`src/rtl/aes_dec_round_ctrl.sv`:
```
// Sequencer for an iterative AES inverse-cipher datapath: latches one ciphertext/key job,
// steps round index and mux selects for NR+1 cycles, then captures the plaintext.
//
// state   | meaning
// S_IDLE  | waiting for start, ready=1
// S_INIT  | initial AddRoundKey on latched ciphertext (round NR)
// S_ROUND | middle inverse rounds, cnt=1..NR-1
// S_FINAL | last round with round key 0, result captured at closing edge
// S_DONE  | one-cycle done pulse, start ignored
module aes_dec_round_ctrl #(
  parameter int NR = 10,
  parameter int RW = 4
) (
  input  logic          clk,
  input  logic          reset,
  input  logic          start,
  input  logic [127:0]  data_in,
  input  logic [127:0]  key_in,
  output logic          ready,
  output logic          busy,
  output logic [127:0]  data_q,
  output logic [127:0]  key_q,
  output logic [RW-1:0] round_idx,
  output logic          ark_sel_data,
  output logic          sr_sel_mix,
  output logic          state_en,
  input  logic [127:0]  result_in,
  output logic [127:0]  result_out,
  output logic          done
);

  typedef enum logic [2:0] {
    S_IDLE  = 3'd0,
    S_INIT  = 3'd1,
    S_ROUND = 3'd2,
    S_FINAL = 3'd3,
    S_DONE  = 3'd4
  } state_e;

  localparam logic [RW-1:0] NR_W   = RW'(NR);
  localparam logic [RW-1:0] LAST_W = RW'(NR - 1);
  localparam logic [RW-1:0] ONE_W  = RW'(1);

  state_e        state_q, state_d;
  logic [RW-1:0] cnt_q, cnt_d;
  logic          accept;

  assign accept = (state_q == S_IDLE) && start;

  always_ff @(posedge clk) begin
    if (reset) begin
      state_q    <= S_IDLE;
      cnt_q      <= '0;
      data_q     <= '0;
      key_q      <= '0;
      result_out <= '0;
    end else begin
      state_q <= state_d;
      cnt_q   <= cnt_d;
      if (accept) begin
        data_q <= data_in;
        key_q  <= key_in;
      end
      if (state_q == S_FINAL) begin
        result_out <= result_in;
      end
    end
  end

  always_comb begin
    state_d = state_q;
    cnt_d   = cnt_q;
    case (state_q)
      S_IDLE: begin
        if (start) begin
          state_d = S_INIT;
          cnt_d   = '0;
        end
      end
      S_INIT: begin
        state_d = S_ROUND;
        cnt_d   = ONE_W;
      end
      S_ROUND: begin
        cnt_d = cnt_q + ONE_W;
        if (cnt_q == LAST_W) begin
          state_d = S_FINAL;
        end
      end
      S_FINAL: begin
        state_d = S_DONE;
      end
      S_DONE: begin
        state_d = S_IDLE;
        cnt_d   = '0;
      end
      default: begin
        state_d = S_IDLE;
        cnt_d   = '0;
      end
    endcase
  end

  // Outputs decode state/cnt only, so start has no combinational path to them.
  always_comb begin
    ready        = 1'b0;
    busy         = 1'b0;
    state_en     = 1'b0;
    ark_sel_data = 1'b0;
    sr_sel_mix   = 1'b0;
    round_idx    = NR_W;
    done         = 1'b0;
    case (state_q)
      S_IDLE: begin
        ready = 1'b1;
      end
      S_INIT: begin
        busy         = 1'b1;
        state_en     = 1'b1;
        ark_sel_data = 1'b1;
      end
      S_ROUND: begin
        busy       = 1'b1;
        state_en   = 1'b1;
        round_idx  = NR_W - cnt_q;
        sr_sel_mix = (cnt_q != ONE_W);
      end
      S_FINAL: begin
        busy       = 1'b1;
        state_en   = 1'b1;
        round_idx  = '0;
        sr_sel_mix = 1'b1;
      end
      S_DONE: begin
        done = 1'b1;
      end
      default: begin
        ready = 1'b0;
      end
    endcase
  end

endmodule
```
`config.mk`:
```
export PLATFORM = sky130hd
export DESIGN_NAME = aes_dec_round_ctrl
export DESIGN_NICKNAME = d
export VERILOG_FILES = /design/src/rtl/aes_dec_round_ctrl.sv
export SDC_FILE = /design/constraint.sdc
export NUM_CORES = 1
export LEC_CHECK = 0
export CAP_MARGIN = 25
export CELL_PAD_IN_SITES_DETAIL_PLACEMENT = 0
export CELL_PAD_IN_SITES_GLOBAL_PLACEMENT = 1
export CORE_AREA = 2 2 307 309
export DETAILED_ROUTE_END_ITERATION = 12
export DIE_AREA = 0 0 309 311
export GPL_TIMING_DRIVEN = 0
export PLACE_DENSITY_LB_ADDON = 0.1
export SYNTH_ARGS = -nofsm -noshare
export SYNTH_HDL_FRONTEND = slang
export SYNTH_SLANG_ARGS = --single-unit
```
`constraint.sdc`:
```
create_clock -name clk -period 1.55 [get_ports clk]
set_input_delay 0.155 -clock clk [delete_from_list [all_inputs] [get_ports clk]]
set_output_delay 0.155 -clock clk [all_outputs]
set_load 0.02 [all_outputs]
```
**Yosys cells after proc, flatten, opt, wreduce, memory -nomap -nowiden**

Index checks and enable logic that the tools add are counted.

- Reductions and logical operators: 5
- Bitwise operators: 1
- Muxes and demuxes: 11
- Equality and inequality tests: 8
- Add/sub/neg operators: 2

Operators with widths:

| operator | number |
|---|---|
| $pmux W4 S4 | 1 |
| $pmux W3 S4 | 1 |
| $pmux W4 S2 | 1 |
| $eq A3 B2 Y1 const B | 2 |
| $mux W3 | 2 |
| $add A4 B1 Y4 const B | 1 |
| $eq A4 B4 Y1 const B | 1 |
| $mux W1 | 4 |
| $mux W4 | 1 |
| $ne A2 B2 Y1 const B | 2 |
| $ne A4 B1 Y1 const B | 1 |
| $reduce_and A2 Y1 | 2 |
| $sub A4 B4 Y4 const A | 1 |
| $eq A3 B1 Y1 const B | 1 |
| $eq A3 B3 Y1 const B | 1 |
| $logic_not A3 Y1 | 1 |
| $reduce_or A3 Y1 | 1 |
| $pmux W1 S2 | 1 |
| $logic_and A1 B1 Y1 | 1 |
| $not A1 Y1 | 1 |

- Word-level logic and storage cells: 32
- Flip-flop bits (word level): 391
- Input bits: 387

**Depth between registers and ports, before layout**

- Depth in word-level cells: 3
- Depth in mapped cells: 7
- Depth with buffers taken out: 5

**Worst setup path before layout**

OpenSTA, ideal clock, no wires.

- Kind: register to output
- Start: register state_q[1]
- End: output port round_idx[2]
- Stages on the path, launching flop included: 4
- Arrival time: 1.464 ns
- Path buffers: 2
- Data required time: 1.395 ns
- Path slack: -0.069 ns
- Path through: dfxtp_1 > buf_2 > clkbuf_1 > nor4b_1

- Longest elaborated chain between the ends: 2
- Elaborated cells on any way between the ends: 3
- Classes of those cells: eq/ne: 2; mux: 1

RTL lines:

| item | RTL line | text |
|---|---|---|
| start: declaration | 44 | `state_e state_q, state_d;` |
| start signal: assignment | 58 | `state_q <= state_d;` |
| $eq A3 B2 Y1 | 113 | `case (state_q)` |
| $pmux W4 S2 (*) | 113 |  |
| end: declaration | 23 | `output logic [RW-1:0] round_idx,` |

Mark *: on every way between the ends. The rest lies on a longest branch, timed or not.

**Final worst setup path**

- Start: register cnt_q[1]
- End: output port sr_sel_mix

- Longest elaborated chain between the ends: 2

RTL lines:

| item | RTL line | text |
|---|---|---|
| start: declaration | 45 | `logic [RW-1:0] cnt_q, cnt_d;` |
| start signal: assignment | 59 | `cnt_q <= cnt_d;` |
| $ne A4 B1 Y1 | 126 | `sr_sel_mix = (cnt_q != ONE_W);` |
| $pmux W1 S2 | 113 |  |
| end: declaration | 25 | `output logic sr_sel_mix,` |

Every way passes these cells.

==> flow_summary.json <==
{
  "antenna_found_initial": 15,
  "design.die.area_sq_um": 96100,
  "cts.sinks": 391,
  "grt_busiest_layer": "met2",
  "period_share_pct": 121,
  "start_util_pct": 14.8,
  "worst_ep_required_time_ns": 1.39,
  "max_freq_mhz": 533,
  "cts_buffers": 52,
  "use_met3_pct": 6.08,
  "drt-total-wl_mm": 81.2,
  "fin_tns_setup_ns": -64.25,
  "criticalPathCategory": "reg2out",
  "slew_viol_final": 0,
  "seq_area_sq_um": 7850,
  "gp_congestion": 0.790,
  "r2r_cells": 7,
  "ys_async_sr_fraction_pct": 0,
  "rows": 112,
  "h-tree-depth": 2,
  "drc": 0,
  "wl_per_cell_um": 20.7,
  "grt_pass1_wl_mm": 107,
  "grt_max_degree": 14,
  "worst_slack_ns": -0.328,
  "holdPathEnd": "result_out[26]",
  "grtUsageTotal_pct": 15.2,
  "hp-class": "in2reg",
  "vias_per_cell": 3.91,
  "max_slew.worst_pin.slew_ns": 1.17,
  "timing.rr.end": "key_q[19]",
  "io_pins": 781,
  "drtPass1Iterations": 6,
  "slew-limit-headroom_pct": 22.0,
  "ys_ff_latch": 391,
  "finalPower_uw": 30000,
  "r2r_slack_ns": -0.31,
  "setup.worst_path.start": "cnt_q[1]",
  "cts_tree": "built",
  "met2_usage_pct": 28.7,
  "cts.path.max_buffers": 3,
  "synth_seq_area_share_pct": 56.9,
  "status": "finished, violations left",
  "die_y_um": 311,
  "nets": 3011,
  "start_kind": "flop",
  "clk_pin_slew_ns": 0.06,
  "vias": 15300,
  "synth-main-ff-cell": "dfxtp_1",
  "clock_skew_ns": 0.0231,
  "cts-root-buf": "clkbuf_16",
  "hold_viol": 0,
  "synth_edf_count": 0,
  "power-per-cell-area_nw_per_um2": 989,
  "multi_input_area_sq_um": 8080,
  "ctsHoldBuffers": 0,
  "setup_violations": 266,
  "drt_iter0_markers": 536,
  "endpoint_kind": "output pin",
  "grt_use_met1_pct": 15.4,
  "r2r-start": "state_q[2]",
  "violations": "negative setup slack",
  "rsz0062_at_grt": "true",
  "grt_pass1_vias": 14900,
  "final_core_util_pct": 32.7,
  "p_leak_uw": 0.0172,
  "post-route-min-period_ns": 1.88,
  "worstSkewPairLatency_ns": 0.60,
  "synth_area_per_cell_sq_um": 7.96,
  "layout-drive-gt1-share_pct": 30.3,
  "cap_violations": 0,
  "ant_nets": 0,
  "ys_types": 32,
  "dieWidth_um": 309,
  "peakVddDrop_v": 0.000698,
  "synth-warning-count": 0,
  "port_buffers": 779,
  "hold_start": "result_in[26]",
  "synthToLayoutAreaGrowth_pct": 120,
  "synth_area_sq_um": 13800,
  "core_sq_um": 92800,
  "grt.overflow.total": 0,
  "synthCells": 1730,
  "syn_nets": 2119,
  "min_path_cells": 3,
  "arrival_ns": 1.72,
  "dp_slack_ns": -0.987,
  "fill_cells": 9646,
  "path_max_fanout": 6,
  "dp_hpwl_mm": 60.3
}
## per-stage QoR
stage | cells | cell area, sq um | hold WS (ns)
6_report | 3920 | 30300 | 0.0972
4_1_cts | 3877 | 25400 | 0.0447
2_1_floorplan | 1730 | 13800 | 0.291
3_3_place_gp | 3763 | 23100 | 0.442
5_1_grt | 3917 | 30300 | 0.0662
3_5_place_dp | 3763 | 23100 | 0.446
## where the power goes
part / total, uW / leakage (uW) / switching [uW] / internal, uW
logic: 6390 / 0.0131 / 3130 / 3260
clock network: 12500 / 0.000871 / 4920 / 7610
registers: 11100 / 0.00320 / 499 / 10600
total: 30000 / 0.0172 / 8550 / 21400
## flip-flops by register name, indices dropped and copies added (netlist names)
register and cells:
key_q 128, state_q 3, result_out 128, data_q 128, cnt_q 4
## cell families (layout without fill, tap and decap cells)
logic type / Yosys count / after routing / synth area share, %
compound gates: 397 / 397 / 14.6
xor+xnor: 2 / 2 / 0.127
fa+ha+maj: 2 / 2 / 0.182
buf+inv: 140 / 1070 / 5.92
flops: 391 / 391 / 56.9
mux: 1 / 1 / 0.0818
other cells: 0 / 5 / 0
simple gates: 797 / 798 / 22.3
## routing by layer
| layer | routed length [um] | vias to the layer above |
|---|---|---|
| met4 | 1550 | 22 |
| met2 | 43900 | 448 |
| li1 | - | 7412 |
| met3 | 7070 | 110 |
| met5 | 170 | - |
| met1 | 28500 | 7328 |
## worst max-delay path by stage
stage	end	depth (start not counted)
after floorplan	data_q[105]	7
after global placement	key_q[68]	6
after detailed placement	key_q[4]	4
after CTS	sr_sel_mix	4
after global routing	sr_sel_mix	5
final	sr_sel_mix	5
## cell usage in the layout, fill, tap and decap left out, types with 7 or more instances in the layout
cell type / count
nand2_2: 7
a21oi_2: 252
buf_4: 34
dlymetal6s2s_1: 352
buf_6: 29
nand2_4: 249
clkbuf_2: 10
nand2_1: 514
clkbuf_16: 83
clkdlybuf4s15_2: 19
dfxtp_1: 385
clkbuf_4: 26
clkbuf_8: 15
clkdlybuf4s15_1: 8
a21oi_1: 136
buf_12: 31
clkbuf_1: 50
clkdlybuf4s50_1: 385
clkinv_2: 8
## cells in the mapped netlist, drive strengths merged (3+ instances only)
master,count,area share (%)
a21oi,388,14
dfxtp,391,57
o21ai,3,0.11
a31oi,3,0.14
nor2,6,0.16
nand2,770,21
nand3,4,0.15
buf,84,4.4
nand2b,3,0.14
inv,5,0.14
clkbuf,51,1.4
## final cells by class
| cell class | instances | area share, % |
|---|---|---|
| buffer | 129 | 4.17 |
| inverter | 5 | 0.0701 |
| antenna | 5 | 0.0412 |
| clock inverter | 14 | 0.586 |
| sequential | 391 | 25.9 |
| multi-input combinational | 1200 | 26.6 |
| clock buffer | 79 | 5.19 |
| timing repair buffer | 843 | 32.3 |
| tap | 1254 | 5.17 |
## repair_timing
action | in CTS | in global routing
gates cloned | 4 | 30
setup endpoints to repair | 777 | 745
buffers inserted | 19 | 13
pin swaps | 8 | 506
resized for setup | 226 | 1269
## worst max-delay path: stages (launching register included)
cell,delay [ns]
dfxtp_4,0.37
inv_2,0.07
ha_4,0.12
inv_2,0.03
o41a_1,0.38
buf_6,0.18
Power figures use the tool's default switching activity.
